[src/rtl/bwm_pkg.sv]
// Shared definitions for the buffered write master.
//   bwm_state_t    : transfer state (IDLE, WRITE)
//   bwm_byte_shift : log2 of bytes per word; this shift converts between
//                    byte lengths/addresses and word counts.
package bwm_pkg;

  typedef enum logic {
    IDLE  = 1'b0,
    WRITE = 1'b1
  } bwm_state_t;

  function automatic int bwm_byte_shift(input int bytes_per_word);
    return $clog2(bytes_per_word);
  endfunction

endpackage

[src/rtl/bwm_sync_fifo.sv]
// Synchronous show-ahead FIFO: the head word is visible on head_data
// whenever the FIFO is not empty, and pop simply advances to the next word.
// Ports:
//   clk, reset_n    : clock and synchronous active-low reset (clears occupancy)
//   push, push_data : write strobe and data; dropped while full
//   pop             : advance head; ignored while empty
//   head_data       : current head word (stale when empty)
//   count           : registered occupancy, 0..DEPTH
//   empty           : occupancy is zero
// DEPTH must equal 2**DEPTH_LOG2 so the pointers wrap naturally.
module bwm_sync_fifo #(
  parameter int WIDTH      = 32,
  parameter int DEPTH      = 32,
  parameter int DEPTH_LOG2 = 5
) (
  input  logic                  clk,
  input  logic                  reset_n,
  input  logic                  push,
  input  logic [WIDTH-1:0]      push_data,
  input  logic                  pop,
  output logic [WIDTH-1:0]      head_data,
  output logic [DEPTH_LOG2:0]   count,
  output logic                  empty
);

  localparam logic [DEPTH_LOG2:0] FULL_COUNT = (DEPTH_LOG2+1)'(DEPTH);

  logic [WIDTH-1:0]      mem [DEPTH];
  logic [DEPTH_LOG2-1:0] wr_ptr;
  logic [DEPTH_LOG2-1:0] rd_ptr;
  logic                  full;
  logic                  push_ok;
  logic                  pop_ok;

  assign full      = (count == FULL_COUNT);
  assign empty     = (count == '0);
  // Full is judged on the registered count, so a push into a full FIFO is
  // lost even when a pop frees a slot in the same cycle.
  assign push_ok   = push && !full;
  assign pop_ok    = pop && !empty;
  assign head_data = mem[rd_ptr];

  always_ff @(posedge clk) begin
    if (push_ok) begin
      mem[wr_ptr] <= push_data;
    end
  end

  always_ff @(posedge clk) begin
    if (!reset_n) begin
      wr_ptr <= '0;
      rd_ptr <= '0;
      count  <= '0;
    end else begin
      if (push_ok) begin
        wr_ptr <= wr_ptr + 1'b1;
      end
      if (pop_ok) begin
        rd_ptr <= rd_ptr + 1'b1;
      end
      case ({push_ok, pop_ok})
        2'b10:   count <= count + 1'b1;
        2'b01:   count <= count - 1'b1;
        default: count <= count;
      endcase
    end
  end

endmodule

[src/rtl/buffered_write_master.sv]
// Avalon-MM write master fed by a user-side FIFO. A go pulse in IDLE loads
// a start address and a byte length; words are then written from the FIFO
// head, one per accepted bus cycle, until the length is exhausted.
// Ports:
//   clk, reset_n                 : clock, synchronous active-low reset
//   coe_control_write_base       : word-aligned start address
//   coe_control_write_length     : length in bytes (rounded down to words)
//   coe_control_go               : start pulse, honoured only in IDLE
//   coe_control_fixed_location   : hold address constant (BWM_FIXED_LOCATION_EN only)
//   coe_control_done             : idle with nothing outstanding
//   coe_user_write_buffer/_data  : FIFO push strobe and data
//   coe_user_buffer_full         : FIFO full
//   master_*                     : Avalon-MM write master signals
// Optional feature macro: BWM_FIXED_LOCATION_EN.
module buffered_write_master
  import bwm_pkg::*;
#(
  parameter int DATAWIDTH       = 32,
  parameter int BYTEENABLEWIDTH = 4,
  parameter int ADDRESSWIDTH    = 32,
  parameter int FIFODEPTH       = 32,
  parameter int FIFODEPTH_LOG2  = 5
) (
  input  logic                       clk,
  input  logic                       reset_n,
  input  logic [ADDRESSWIDTH-1:0]    coe_control_write_base,
  input  logic [ADDRESSWIDTH-1:0]    coe_control_write_length,
  input  logic                       coe_control_go,
`ifdef BWM_FIXED_LOCATION_EN
  input  logic                       coe_control_fixed_location,
`endif
  output logic                       coe_control_done,
  input  logic                       coe_user_write_buffer,
  input  logic [DATAWIDTH-1:0]       coe_user_buffer_data,
  output logic                       coe_user_buffer_full,
  output logic [ADDRESSWIDTH-1:0]    master_address,
  output logic                       master_write,
  output logic [BYTEENABLEWIDTH-1:0] master_byteenable,
  output logic [DATAWIDTH-1:0]       master_writedata,
  input  logic                       master_waitrequest
);

  localparam int                      SHIFT    = bwm_byte_shift(BYTEENABLEWIDTH);
  localparam logic [ADDRESSWIDTH-1:0] STEP     = ADDRESSWIDTH'(BYTEENABLEWIDTH);
  localparam logic [ADDRESSWIDTH-1:0] LEN_MASK = {ADDRESSWIDTH{1'b1}} << SHIFT;
  localparam logic [FIFODEPTH_LOG2:0] FULL_COUNT = (FIFODEPTH_LOG2+1)'(FIFODEPTH);

  bwm_state_t                state;
  logic [ADDRESSWIDTH-1:0]   address;
  logic [ADDRESSWIDTH-1:0]   length;
  logic [ADDRESSWIDTH-1:0]   length_words;
  logic                      fixed_location;
  logic                      fixed_sel;
  logic                      accept;
  logic                      fifo_empty;
  logic [FIFODEPTH_LOG2:0]   fifo_count;

`ifdef BWM_FIXED_LOCATION_EN
  assign fixed_sel = coe_control_fixed_location;
`else
  assign fixed_sel = 1'b0;
`endif

  // Partial trailing words are not written.
  assign length_words = coe_control_write_length & LEN_MASK;

  assign master_write      = (state == WRITE) && (length != '0) && !fifo_empty;
  assign accept            = master_write && !master_waitrequest;
  assign master_address    = address;
  assign master_byteenable = '1;
  assign coe_control_done  = (state == IDLE) && (length == '0);
  assign coe_user_buffer_full = (fifo_count == FULL_COUNT);

  bwm_sync_fifo #(
    .WIDTH      (DATAWIDTH),
    .DEPTH      (FIFODEPTH),
    .DEPTH_LOG2 (FIFODEPTH_LOG2)
  ) u_fifo (
    .clk       (clk),
    .reset_n   (reset_n),
    .push      (coe_user_write_buffer),
    .push_data (coe_user_buffer_data),
    .pop       (accept),
    .head_data (master_writedata),
    .count     (fifo_count),
    .empty     (fifo_empty)
  );

  // Address, length and fixed flag only move on go or an accepted write,
  // which keeps the bus request stable across waitrequest.
  always_ff @(posedge clk) begin
    if (!reset_n) begin
      state          <= IDLE;
      address        <= '0;
      length         <= '0;
      fixed_location <= 1'b0;
    end else begin
      case (state)
        IDLE: begin
          if (coe_control_go) begin
            address        <= coe_control_write_base;
            length         <= length_words;
            fixed_location <= fixed_sel;
            if (length_words != '0) begin
              state <= WRITE;
            end
          end
        end
        WRITE: begin
          if (length == '0) begin
            state <= IDLE;
          end else if (accept) begin
            length <= length - STEP;
            if (!fixed_location) begin
              address <= address + STEP;
            end
          end
        end
        default: state <= IDLE;
      endcase
    end
  end

endmodule

[config.mk]
export PLATFORM = sky130hd
export DESIGN_NAME = buffered_write_master
export DESIGN_NICKNAME = d
export VERILOG_FILES = /design/src/rtl/bwm_pkg.sv /design/src/rtl/bwm_sync_fifo.sv /design/src/rtl/buffered_write_master.sv
export SDC_FILE = /design/constraint.sdc
export NUM_CORES = 1
export LEC_CHECK = 0
export CORE_ASPECT_RATIO = 0.75
export CORE_UTILIZATION = 51
export CTS_BUF_LIST = sky130_fd_sc_hd__clkbuf_16
export DETAILED_ROUTE_END_ITERATION = 10
export DONT_BUFFER_PORTS = 1
export PLACE_DENSITY_LB_ADDON = 0.3
export SETUP_SLACK_MARGIN = 0.05
export SLEW_MARGIN = 15
export SYNTH_ARGS = -nofsm -noshare
export SYNTH_HDL_FRONTEND = slang
export SYNTH_SLANG_ARGS = --single-unit
[constraint.sdc]
create_clock -name clk -period 5.6 [get_ports clk]
set_clock_uncertainty 0.15 [all_clocks]
set_input_delay 0.56 -clock clk [delete_from_list [all_inputs] [get_ports clk]]
set_output_delay 0.56 -clock clk [all_outputs]
set_load 0.03 [all_outputs]
==> reports/metrics.csv <==
metric;value;unit
final period utilization;0.765;
Placement Setup Slack;1460;ps
clock transition at the registers of the reported paths;70;ps
Max Freq;0.233;GHz
switch share;0.224;
final net count;2387;
Setup CP Type;flop to output port;
Die Width;341;µm
Cells on Worst Hold Path;3;
r2r setup slk;1380;ps
Area Growth Syn to Fin;13.0;%
Synth Area in Simple Gates;0.0372;
Leak;15.0;nW
Area contributors post-synth;edfxtp_1, mux4_2, dfxtp_1;
status;finished clean;
Sink Count;1108;
antenna-violating nets left;0;
Post-Syn Area;0.0440;mm²
Pre-antenna DRT Iters;5;
clock network fraction of design power;0.393;
Final Hold Violating Endpoints;0;
sequential area share after synthesis;0.737;
number of flops mapped to enable cells by yosys;1024;
Synth Warn #;0;
crit path launch type;flop;
Flop pwr share;0.538;
CTS tree;built;
Peak VDD IR;0.240;mV
post-cts resize count;0;
post-synthesis compound-gate area fraction;0.0338;
row count;92;
Hold Path Class;input pin to flop;
placer congestion estimate;0.895;
post-route minimum period;4280;ps
RSZ-0062 raised after global routing;false;
CTS buffer count;103;
Vias;22513;
asr flop ratio synth;0;
NetSw;0.00387;W
Clock Tree Root;clkbuf_16;
first-iteration detailed-routing DRC count;2617;
crit-path max FO;35;
#FFs+latches synth;1108;
Slew HR;0.222;
critical path capture point type;output port;
WP data arrival;3570;ps
I/O Pins;172;
worst-skew pair later-pin latency;670;ps
Final Slew Violations;0;
first-pass GRT wire length;153000;µm
Syn Inst Count;2176;
core footprint;0.0847;mm²
Setup Fix Bufs, Post-CTS;0;
# DRC;0;
antenna violations before repair;8;
Final setup viols;0;
Pwr Density;347;mW/mm²
worst-margin pin slew;1160;ps
hpwl dp;56300;µm
vias per cell;6.45;
post-synth cell types;77;
Die H;256;µm
post-synth top area cell;edfxtp_1;
grt total ovfl;0;
vias in the first global route;23157;
Req. time, crit path;4890;ps
setup ws final;1320;ps
R2R cell count;11;
htree depth;3;
internal power;0.0134;W
post-synthesis mux area share;0.173;
starting density of the core;0.519;
Max Cap Viol;0;
Synth Area in XOR/XNOR;0.00199;
clk buf depth;3;
die area;0.0875;mm²
I/O Buffers;0;
fillers;6021;
Mean Syn Cell Area;20.2;µm²
drt wl/cell;29.4;µm
top-area cell type share of the netlist area;0.699;
GRT Resource Usage Total;0.238;
Top FF cell, synth;edfxtp_1;
cts hold-fix bufs;70;
share of layout cells above drive strength 1;0.262;
final WL;103000;µm
WHS;43.9;ps
Synth Area in Adders;0.00313;
Comb pwr share;0.069;
largest family of logic cells by synthesized area;multiplexers;
setup TNS;0;ps
pin count of the biggest net entering global routing;82;
Tot Pwr;0.0173;W
-- cells in the mapped netlist, types with 7 or more instances --
library cell  count
edfxtp_1       1024
mux4_2          320
clkbuf_1         92
dfxtp_1          84
nand2_1          76
nor2_1           75
a21oi_1          52
buf_1            34
mux2_2           33
o21ai_0          31
nor3_1           29
nand3_1          24
nor2b_1          24
nor4_1           23
a31oi_1          19
o22ai_1          19
nand4_1          17
a22oi_1          13
ha_1             11
inv_1             9
o32ai_1           9
or3_1             8
a211oi_1          7
and3_1            7
buf_2             7
o221a_2           7
-- cells by family (layout without fill, tap and decap cells) --
family,after synthesis,in the layout
flip-flops,1108,1108
multiplexers,357,357
AND/OR/NAND/NOR,322,322
AO/OA/AOI/OAI,217,217
buffers and inverters,150,328
adder cells (fa/ha/maj),11,11
XOR/XNOR,10,10
other,1,11
-- final timing paths --
check | startpoint | end
max | flop | master_writedata[14]
min reg2reg | length[27] | length[27]
max reg2reg | length[8] | u_fifo.count[2]
min | coe_control_write_base[31] | master_address[31]
-- power by group through the flow --
stage | registers [W] | logic (W) | clock network, W
2_1_floorplan | 0.00941 | 0.000820 | 0
3_3_place_gp | 0.00945 | 0.00103 | 0
3_5_place_dp | 0.00945 | 0.00105 | 0
4_1_cts | 0.00928 | 0.00120 | 0.00688
5_1_grt | 0.00929 | 0.00128 | 0.00721
6_report | 0.00928 | 0.00119 | 0.00679
-- metal layers --
layer,wire [µm],up-vias,share of wire,GRT usage
met5,0,-,0,0
met4,2390,0,0.023,0.0604
met3,7650,190,0.075,0.0397
met2,49900,1048,0.49,0.377
met1,42600,11905,0.42,0.347
li1,-,9370,-,-
-- metrics by stage --
step	area, µm²	utilization	std cells
floorplan	44000	-	2179
global placement	45700	0.540	3228
detailed placement	45700	0.540	3228
CTS	49700	0.586	3485
global route	49700	0.587	3491
finish	49700	0.587	3492
-- flip-flops by register name, summed over array words and instances (netlist names), named ones only --
register        cells
u_fifo.rd_ptr       5
u_fifo.count        6
master_address     32
length             30
u_fifo.wr_ptr       5
state               1
u_fifo.mem       1024
-- worst max-delay path, stage by stage, from the launching register on --
cell     delay, ps
dfxtp_4        910
buf_4          450
mux4_2         560
mux4_2         530
mux2_2         400
-- placed cells by master, fill, tap and decap left out, types with 17 or more instances in the layout --
cell,Yosys,routed
clkinv_1,1,27
nor2_4,1,33
dlygate4sd3_1,0,67
buf_4,6,49
nor2_1,75,43
nand3_1,24,24
nor4_1,23,23
a21oi_1,52,52
o22ai_1,19,19
mux2_2,33,33
nor3_1,29,29
o21ai_0,31,31
dfxtp_1,84,78
nor2b_1,24,23
inv_1,9,27
edfxtp_1,1024,1024
nand4_1,17,17
clkbuf_16,0,105
a31oi_1,19,19
mux4_2,320,320
nand2_1,76,76
clkinv_2,0,20
-- area by class of cell --
type | instances | area (µm²) | share of cell area
well taps | 1128 | 1410 | 0.0284
multi-input cells | 921 | 11200 | 0.226
diodes | 7 | 17.5 | 0.000352
repair buffers | 130 | 1300 | 0.0262
flip-flops and latches | 1108 | 32400 | 0.653
inverters | 11 | 41.3 | 0.000831
clock buffers | 105 | 2630 | 0.0529
clock inverters | 82 | 622 | 0.0125
Note: power is estimated with default switching activity, not from simulation.
